==> src/rtl/fp_div_sqrt_arb_unit_pkg.sv <==
// Shared types and default build constants for the FP divide/sqrt arbitration unit.
package fp_div_sqrt_arb_unit_pkg;

  localparam int ID_W             = 4;
  localparam int DEFAULT_FLEN     = 32;
  localparam int DEFAULT_DIV_LAT  = 8;
  localparam int DEFAULT_SQRT_LAT = 6;

  typedef logic [ID_W-1:0] id_t;

  typedef enum logic {
    SRC_DIV  = 1'b0,
    SRC_SQRT = 1'b1
  } src_e;

endpackage

==> src/rtl/fp_div_sqrt_arb_unit_pipe.sv <==
// fp_valid_id_pipe: ce-gated {valid, id} shift register shadowing one fixed-latency core.
module fp_valid_id_pipe
  import fp_div_sqrt_arb_unit_pkg::*;
#(
  parameter int DEPTH = 1
) (
  input  logic clk,
  input  logic rst,
  input  logic i_adv,
  input  logic i_in_valid,
  input  id_t  i_in_id,
  output logic o_tail_valid,
  output id_t  o_tail_id
);

  logic [DEPTH-1:0] r_valid;
  id_t              r_id [DEPTH];

  always_ff @(posedge clk) begin
    if (rst) begin
      r_valid <= '0;
    end else if (i_adv) begin
      r_valid[0] <= i_in_valid;
      for (int i = 1; i < DEPTH; i++) r_valid[i] <= r_valid[i-1];
    end
  end

  // ids follow the valids but need no reset
  always_ff @(posedge clk) begin
    if (i_adv) begin
      r_id[0] <= i_in_id;
      for (int i = 1; i < DEPTH; i++) r_id[i] <= r_id[i-1];
    end
  end

  assign o_tail_valid = r_valid[DEPTH-1];
  assign o_tail_id    = r_id[DEPTH-1];

endmodule

==> src/rtl/fp_div_sqrt_arb_unit.sv <==
// FP div/sqrt front end: input stage, two tracking pipes, arbiter and writeback register.
// Define FP_DIV_SQRT_RR_ARB_EN for round-robin arbitration; default is fixed div priority.
module fp_div_sqrt_arb_unit
  import fp_div_sqrt_arb_unit_pkg::*;
#(
  parameter int FLEN     = DEFAULT_FLEN,
  parameter int DIV_LAT  = DEFAULT_DIV_LAT,
  parameter int SQRT_LAT = DEFAULT_SQRT_LAT
) (
  input  logic            clk,
  input  logic            rst,
  input  logic [FLEN-1:0] i_issue_rs1,
  input  logic [FLEN-1:0] i_issue_rs2,
  input  logic            i_issue_sqrt,
  input  logic            i_issue_new_request,
  input  id_t             i_issue_id,
  output logic            o_issue_ready,
  output logic            o_wb_done,
  output id_t             o_wb_id,
  output logic [FLEN-1:0] o_wb_rd,
  input  logic            i_wb_ack,
  output logic            o_div_ce,
  output logic [FLEN-1:0] o_div_x,
  output logic [FLEN-1:0] o_div_y,
  input  logic [FLEN-1:0] i_div_r,
  output logic            o_sqrt_ce,
  output logic [FLEN-1:0] o_sqrt_x,
  input  logic [FLEN-1:0] i_sqrt_r
);

  typedef logic [FLEN-1:0] fp_t;

  logic r_in_valid;
  logic r_in_sqrt;
  id_t  r_in_id;
  fp_t  r_in_rs1;
  fp_t  r_in_rs2;

  logic r_out_valid;
  id_t  r_out_id;
  fp_t  r_out_rd;

  logic w_div_adv, w_sqrt_adv;
  logic w_div_tail_valid, w_sqrt_tail_valid;
  id_t  w_div_tail_id, w_sqrt_tail_id;
  logic w_div_taken, w_sqrt_taken;
  logic w_div_wins;
  logic w_out_adv;

  // readiness follows the pipe the held op targets, not the incoming op
  assign o_issue_ready = !r_in_valid || (r_in_sqrt ? w_sqrt_adv : w_div_adv);

  always_ff @(posedge clk) begin
    if (rst) r_in_valid <= 1'b0;
    else if (o_issue_ready) r_in_valid <= i_issue_new_request;
  end

  always_ff @(posedge clk) begin
    if (o_issue_ready) begin
      r_in_sqrt <= i_issue_sqrt;
      r_in_id   <= i_issue_id;
      r_in_rs1  <= i_issue_rs1;
      r_in_rs2  <= i_issue_rs2;
    end
  end

  fp_valid_id_pipe #(.DEPTH(DIV_LAT)) u_div_pipe (
    .clk          (clk),
    .rst          (rst),
    .i_adv        (w_div_adv),
    .i_in_valid   (r_in_valid && !r_in_sqrt),
    .i_in_id      (r_in_id),
    .o_tail_valid (w_div_tail_valid),
    .o_tail_id    (w_div_tail_id)
  );

  fp_valid_id_pipe #(.DEPTH(SQRT_LAT)) u_sqrt_pipe (
    .clk          (clk),
    .rst          (rst),
    .i_adv        (w_sqrt_adv),
    .i_in_valid   (r_in_valid && r_in_sqrt),
    .i_in_id      (r_in_id),
    .o_tail_valid (w_sqrt_tail_valid),
    .o_tail_id    (w_sqrt_tail_id)
  );

`ifdef FP_DIV_SQRT_RR_ARB_EN
  src_e r_last;
  logic w_conflict;

  assign w_conflict = w_div_tail_valid && w_sqrt_tail_valid && w_out_adv;
  assign w_div_wins = (r_last == SRC_SQRT);

  // only real conflicts move the last-winner pointer
  always_ff @(posedge clk) begin
    if (rst) r_last <= SRC_DIV;
    else if (w_conflict) r_last <= w_div_wins ? SRC_DIV : SRC_SQRT;
  end
`else
  assign w_div_wins = 1'b1;

  if (DIV_LAT < SQRT_LAT) begin : g_lat_chk
    $error("fixed div priority requires DIV_LAT >= SQRT_LAT");
  end
`endif

  assign w_out_adv    = !r_out_valid || i_wb_ack;
  assign w_div_taken  = w_out_adv && w_div_tail_valid && (!w_sqrt_tail_valid || w_div_wins);
  assign w_sqrt_taken = w_out_adv && w_sqrt_tail_valid && (!w_div_tail_valid || !w_div_wins);
  assign w_div_adv    = !w_div_tail_valid || w_div_taken;
  assign w_sqrt_adv   = !w_sqrt_tail_valid || w_sqrt_taken;

  always_ff @(posedge clk) begin
    if (rst) begin
      r_out_valid <= 1'b0;
      r_out_id    <= '0;
      r_out_rd    <= '0;
    end else if (w_out_adv) begin
      r_out_valid <= w_div_taken || w_sqrt_taken;
      if (w_div_taken) begin
        r_out_id <= w_div_tail_id;
        r_out_rd <= i_div_r;
      end else if (w_sqrt_taken) begin
        r_out_id <= w_sqrt_tail_id;
        r_out_rd <= i_sqrt_r;
      end
    end
  end

  assign o_wb_done = r_out_valid;
  assign o_wb_id   = r_out_id;
  assign o_wb_rd   = r_out_rd;
  assign o_div_ce  = w_div_adv;
  assign o_div_x   = r_in_rs1;
  assign o_div_y   = r_in_rs2;
  assign o_sqrt_ce = w_sqrt_adv;
  assign o_sqrt_x  = r_in_rs1;

endmodule
==> config.mk <==
export PLATFORM = sky130hd
export DESIGN_NAME = fp_div_sqrt_arb_unit
export DESIGN_NICKNAME = d
export VERILOG_FILES = /design/src/rtl/fp_div_sqrt_arb_unit_pkg.sv /design/src/rtl/fp_div_sqrt_arb_unit_pipe.sv /design/src/rtl/fp_div_sqrt_arb_unit.sv
export SDC_FILE = /design/constraint.sdc
export NUM_CORES = 1
export LEC_CHECK = 0
export CORE_MARGIN = 2
export CORE_UTILIZATION = 39
export DETAILED_ROUTE_END_ITERATION = 6
export GPL_ROUTABILITY_DRIVEN = 0
export GPL_TIMING_DRIVEN = 0
export PLACE_DENSITY = 0.82
export REMOVE_ABC_BUFFERS = 1
export SLEW_MARGIN = 0
export SYNTH_ARGS = -nofsm -noshare
export SYNTH_HDL_FRONTEND = slang
export SYNTH_SLANG_ARGS = --single-unit
==> constraint.sdc <==
create_clock -name clk -period 3.1 [get_ports clk]
set_clock_uncertainty 0.2 [all_clocks]
set_input_delay 0.465 -clock clk [delete_from_list [all_inputs] [get_ports clk]]
set_output_delay 0.465 -clock clk [all_outputs]
set_load 0.005 [all_outputs]
* After elaboration in Yosys (flattened, before gate mapping) *
Memory sizes are Yosys's and may differ from the RTL's.
Cells that the tools add are included.

cells by class
  muxes and demuxes = 9
  reduce and logical (&&, ||, !) cells = 17

operator list
  kind               number
  $mux 32            2
  $mux 4             2
  $logic_and 1x1->1  5
  $logic_not 1->1    5
  $logic_or 1x1->1   5
  $mux 1             5
  $reduce_and 2->1   1
  $reduce_bool 2->1  1

word-level totals
  bits in writable memories = 56
  flip-flop bits (word level) = 121
  input bits = 137
  output and inout bits = 136
  memories = 2
  logic and storage cells = 38

memories
  memory            depth  width  rd ports  clocked after Yosys merged registers in  wr ports  line                             source
  u_div_pipe.r_id   8      4      8         0                                        8         fp_div_sqrt_arb_unit_pipe.sv:17  id_t r_id [DEPTH];
  u_sqrt_pipe.r_id  6      4      6         0                                        6         fp_div_sqrt_arb_unit_pipe.sv:17

* Depth between registers and ports, before layout *
  depth in word-level cells = 7
  mapped depth = 6
  mapped depth without buffers = 3

* By module *
From an unflattened synthesis, not the netlist that was laid out.

second synthesis, totals
  cells, all modules = 440
  area total of the unflattened synthesis = 6776.5 um2

modules (own cells, without submodules)
  module                           area each (um2)  sequential area each (um2)  cells an instance  times used
  fp_div_sqrt_arb_unit             4565.6           2832.7                      335                1
  fp_valid_id_pipe at u_div_pipe   1276.2           1121.1                      62                 1
  fp_valid_id_pipe at u_sqrt_pipe  934.6            840.8                       43                 1

* Worst setup path before layout *
OpenSTA, ideal clock, no wires.

  kind = input port to flip-flop
  from = in i_wb_ack
  to = reg r_in_rs1[0], in the netlist o_div_x[0] (enable)
  stages = 5
  arrival = 2.219 ns
  path slack = -0.053 ns
  path buffers = 2
  library setup time = 0.734 ns
  data required time = 2.166 ns
  cell sequence = nand2b_1 buf_4 buf_2 o21ai_1 nand2_1

between the ends
  cells in the longest elaborated chain, start to end = 6
  elaborated cells between the ends (all ways) = 8
  those cells by class = mux: 1; reduce/logical: 7

RTL lines
  element                         line                         source
  start, declared                 fp_div_sqrt_arb_unit.sv:21   input logic i_wb_ack,
  $logic_or 1x1->1 *              fp_div_sqrt_arb_unit.sv:107  assign w_out_adv = !r_out_valid || i_wb_ack;
  $logic_and 1x1->1 (2 in a row)  fp_div_sqrt_arb_unit.sv:109  assign w_sqrt_taken = w_out_adv && w_sqrt_tail_valid && (!w_div_tail_valid || !w_div_wins);
  $logic_or 1x1->1                fp_div_sqrt_arb_unit.sv:111  assign w_sqrt_adv = !w_sqrt_tail_valid || w_sqrt_taken;
  $mux 1 *                        fp_div_sqrt_arb_unit.sv:51   assign o_issue_ready = !r_in_valid || (r_in_sqrt ? w_sqrt_adv : w_div_adv);
  $logic_or 1x1->1 *              fp_div_sqrt_arb_unit.sv:51
  named net o_issue_ready         fp_div_sqrt_arb_unit.sv:17   output logic o_issue_ready,
  end signal, assigned            fp_div_sqrt_arb_unit.sv:62   r_in_rs1 <= i_issue_rs1;
  end, declared                   fp_div_sqrt_arb_unit.sv:36   fp_t r_in_rs1;

The timed path passes the listed nets; every way through them passes the cells marked *.
A chain may end at the register's enable or synchronous reset.

* Final worst setup path *
  from = in i_wb_ack
  to = out o_issue_ready

between the ends
  cells in the longest elaborated chain, start to end = 6
  elaborated cells between the ends (all ways) = 8
  those cells by class = mux: 1; reduce/logical: 7

RTL lines
  element                         line
  $logic_or 1x1->1 *              fp_div_sqrt_arb_unit.sv:107
  $logic_and 1x1->1 (2 in a row)  fp_div_sqrt_arb_unit.sv:109
  $logic_or 1x1->1                fp_div_sqrt_arb_unit.sv:111
  $mux 1 *                        fp_div_sqrt_arb_unit.sv:51
  $logic_or 1x1->1 *              fp_div_sqrt_arb_unit.sv:51
  end, declared                   fp_div_sqrt_arb_unit.sv:17

Every way passes the cells marked *; elsewhere a longest branch is shown, timed or not.

==> metrics.log <==
INFO  metric rrSetupSlack = 0.88 ns
INFO  metric placement.setup.worst_slack = -0.993 ns
INFO  metric port_buffers = 272
INFO  metric clk_sinks = 177
INFO  metric report.final.slew_viol_count = 0
INFO  metric rsz_0062_raised_after_global_routing = false
INFO  metric number_of_antenna_violations_at_the_first_check_in_global_routing = 0
INFO  metric final_number_of_setup_violating_endpoints = 0
INFO  metric numCtsBuffers = 17
INFO  metric grt_pass1_wl = 27400 um
INFO  metric critPathLaunchType = input port
INFO  metric post-synth-top-area-fraction = 55.4%
INFO  metric ys_dominant_reg_cell = sky130_fd_sc_hd__edfxtp_1
INFO  metric fin_crit_sh = 95.6%
INFO  metric multi_input_comb_area = 1550 um^2
INFO  metric core = 17100 um^2
INFO  metric r2r_start = o_wb_done
INFO  metric worstMarginPinSlew = 1.15 ns
INFO  metric routed_via_density = 5.16
INFO  metric drtIter0Drc = 227
INFO  metric die_height = 136 um
INFO  metric clk_pin_slew = 0.07 ns
INFO  metric finish.utilization = 59.0%
INFO  metric tritoncts = built
INFO  metric max-slew-margin-rel = 23.3%
INFO  metric grt_max_degree = 49
INFO  metric detail-route-antenna-nets = 0
INFO  metric clockBufferDepth = 2
INFO  metric worstHoldEndpoint = u_sqrt_pipe.r_id[3][0]
INFO  metric track_usage = 20.0%
INFO  metric status = finished clean
INFO  metric timing.critical_path.cells = clkdlybuf4s50_1 > nand2b_4 > o21ai_4 > nand2_8 > dlygate4sd2_1
INFO  metric drc = 0
INFO  metric syn-mean-instance-area = 15.3 um^2
INFO  metric clk-insertion-delay-late = 0.42 ns
INFO  metric num-fill-cells = 1287
INFO  metric firstDrtPassIters = 4
INFO  metric placement.cell_area = 9410 um^2
INFO  metric layout_setup_ws = 0.136 ns
INFO  metric synth.yosys.seq_area_share = 70.8%
INFO  metric vdd_drop_max = 0.357 mV
INFO  metric fin_cells = 915
INFO  metric cp-end-kind = primary output
INFO  metric final.min_clock_period = 2.96 ns
INFO  metric worstReg2RegEnd = r_in_valid
INFO  metric ratio_of_cells_with_drive_above_1_in_the_final_layout = 16.4%
INFO  metric report.final.hold_viol_count = 0
INFO  metric num_rows = 48
INFO  metric power-per-cell-area = 519 nW/um^2
INFO  metric hold_start = u_sqrt_pipe.r_id[2][0]
INFO  metric worst_hold_path_type = flip-flop to flip-flop
INFO  metric synth_area_leaders = sky130_fd_sc_hd__edfxtp_1 (55%), sky130_fd_sc_hd__dfxtp_1 (15%), sky130_fd_sc_hd__a311oi_2 (6.7%)
INFO  metric cpMaxStageDelayCell = sky130_fd_sc_hd__clkdlybuf4s50_1
INFO  metric io_pins = 273
INFO  metric synth.yosys.warnings = 0
INFO  metric netlist-cell-type-count = 30
INFO  metric die_w = 136 um
INFO  metric drt-wirelength-per-cell = 20.4 um
INFO  metric synth-seq-cells = 177
INFO  metric antenna_cells = 0
INFO  metric place.detailed.hpwl = 12200 um
INFO  metric drt_wl_total = 18600 um
INFO  metric hold_buffers = 0
INFO  metric layout-area-overhead-vs-synth = 49.0%
INFO  metric cts-root-buf = sky130_fd_sc_hd__clkbuf_16
INFO  metric timing.setup.critical_path_class = input port to primary output
INFO  metric h-tree-depth = 4
INFO  metric cp_data_arrival_time = 2.30 ns
INFO  metric holdPathStages = 0
INFO  metric num-nets-final = 814
INFO  metric synth-edff-count = 125
INFO  metric via_count = 4724
INFO  metric hold-worst-slack = 0.219 ns
INFO  metric final_area = 10100 um^2
INFO  metric r2r.worst_path.cells = 3
INFO  metric cellLeakagePower = 0.00347 uW
INFO  metric post_synth_instance_area = 6770 um^2
INFO  metric placedCellCount = 877
INFO  metric globalRouteOverflowTotal = 0
INFO  metric yosys_top_cell_by_area = sky130_fd_sc_hd__edfxtp_1
INFO  metric critical-path-max-stage-delay = 0.54 ns
INFO  metric share_of_synthesized_registers_carrying_an_async_set_or_reset = 0%
INFO  metric critPathLaunch = i_wb_ack
INFO  metric floorplan.die_area = 18400 um^2
INFO  metric worst-endpoint-required = 2.43 ns
INFO  metric syn-instance-count = 442
INFO  metric grt_pass1_vias = 5016
INFO  metric cap_violations = 0
INFO  metric register_area = 4800 um^2
INFO  metric fmax = 337 MHz
INFO  metric crit_fanout = 35
INFO  metric starting_utilization_of_the_core_area = 39.6%
[metrics by stage]
step,power [uW],setup TNS [ns]
after floorplan,2730,-108.89
after global placement,3070,-311.44
after detailed placement,3080,-19.14
after CTS,5300,0
after global routing,5410,0
final,5240,0
[power by group]
group	switching (uW)	internal [uW]	total (uW)
combinational	104	272	377
clock	980	1230	2210
sequential	38.9	2610	2650
[repair_timing]
| item | CTS | global route |
|---|---|---|
| pin swaps | 3 | 0 |
| gates cloned | 4 | 1 |
| setup endpoints to repair | 2 | 1 |
| gates resized for setup | 5 | 0 |
| hold endpoints to repair | 0 | 0 |
| setup buffers | 1 | 0 |
[cells in the mapped netlist (6+ instances only)]
cell                         n
sky130_fd_sc_hd__o21ai_1    31
sky130_fd_sc_hd__nand2b_1    6
sky130_fd_sc_hd__nand3_1    41
sky130_fd_sc_hd__nand2_1     7
sky130_fd_sc_hd__buf_4      40
sky130_fd_sc_hd__a21oi_2    30
sky130_fd_sc_hd__edfxtp_1  125
sky130_fd_sc_hd__mux2i_1     6
sky130_fd_sc_hd__o21ai_0     6
sky130_fd_sc_hd__a21oi_1    16
sky130_fd_sc_hd__dfxtp_1    52
sky130_fd_sc_hd__clkbuf_1    6
sky130_fd_sc_hd__buf_2      14
sky130_fd_sc_hd__a311oi_2   30
[placed cells by master, fill, tap and decap left out, drive strengths merged, types with 2 or more instances in the layout]
cell type      netlist  final
and2b                1      2
bufinv               0      2
nand2b               6      8
nand2                7      8
o21ai               38     39
dfxtp               52     52
a21oi               46     46
nor2                 2      2
nand3b               3      3
mux2i                6      6
clkbuf               8     17
o211ai               3      3
clkinv               0      5
a311oi              33     33
inv                  4     11
buf                 60      8
nand3               41     41
a21o                 3      3
edfxtp             125    125
clkdlybuf4s50        0    270
[logic make-up (layout without fill, tap and decap cells)]
logic type	Yosys count	in the layout	share of synthesized area, %
buffers and inverters	72	315	7.56
and+or+nand+nor	62	66	4.79
muxes	6	6	0.887
DFF	177	177	70.8
AOI/OAI and AO/OA	125	126	16.0
[cell type report]
cell class,instances,share of cell area [%]
flip-flops and latches,177,47.5
well taps,225,2.79
clock buffers,17,4.22
clock inverters,15,1.85
inverters,4,0.149
repair buffers,279,28.1
multi-input cells,198,15.4
[worst max-delay path, delay by kind of cell]
family                 cells  cell delay, ns
buffers and inverters      2            0.89
AND/OR/NAND/NOR            2            0.57
AO/OA/AOI/OAI              1            0.34
[flip-flops by register name, summed over array words and instances, names as in the netlist]
name                 flops
o_div_x                 32
o_div_y                 32
o_wb_rd                 32
u_div_pipe.r_id         32
u_sqrt_pipe.r_id        24
u_div_pipe.r_valid       8
u_sqrt_pipe.r_valid      6
o_wb_id                  4
r_in_id                  4
o_wb_done                1
r_in_sqrt                1
r_in_valid               1
[metal layers]
metal | global-route usage (%) | vias to the layer above | routed length, um
met5 | 0 | - | 0
met1 | 20.8 | 2322 | 6620
met3 | 7.07 | 20 | 1830
li1 | - | 2129 | -
met2 | 36.5 | 253 | 9790
met4 | 8.33 | 0 | 390
[worst max path at each step]
stage | end | slack (ns) | cells after the start
after CTS | o_sqrt_ce | 0.06 | 4
after floorplan | o_issue_ready | -1.54 | 3
final | o_issue_ready | 0.14 | 5
after detailed placement | o_issue_ready | -0.99 | 5
after global placement | o_issue_ready | -3.83 | 5
after global routing | o_issue_ready | 0.07 | 4
(Power assumes the default switching activity.)
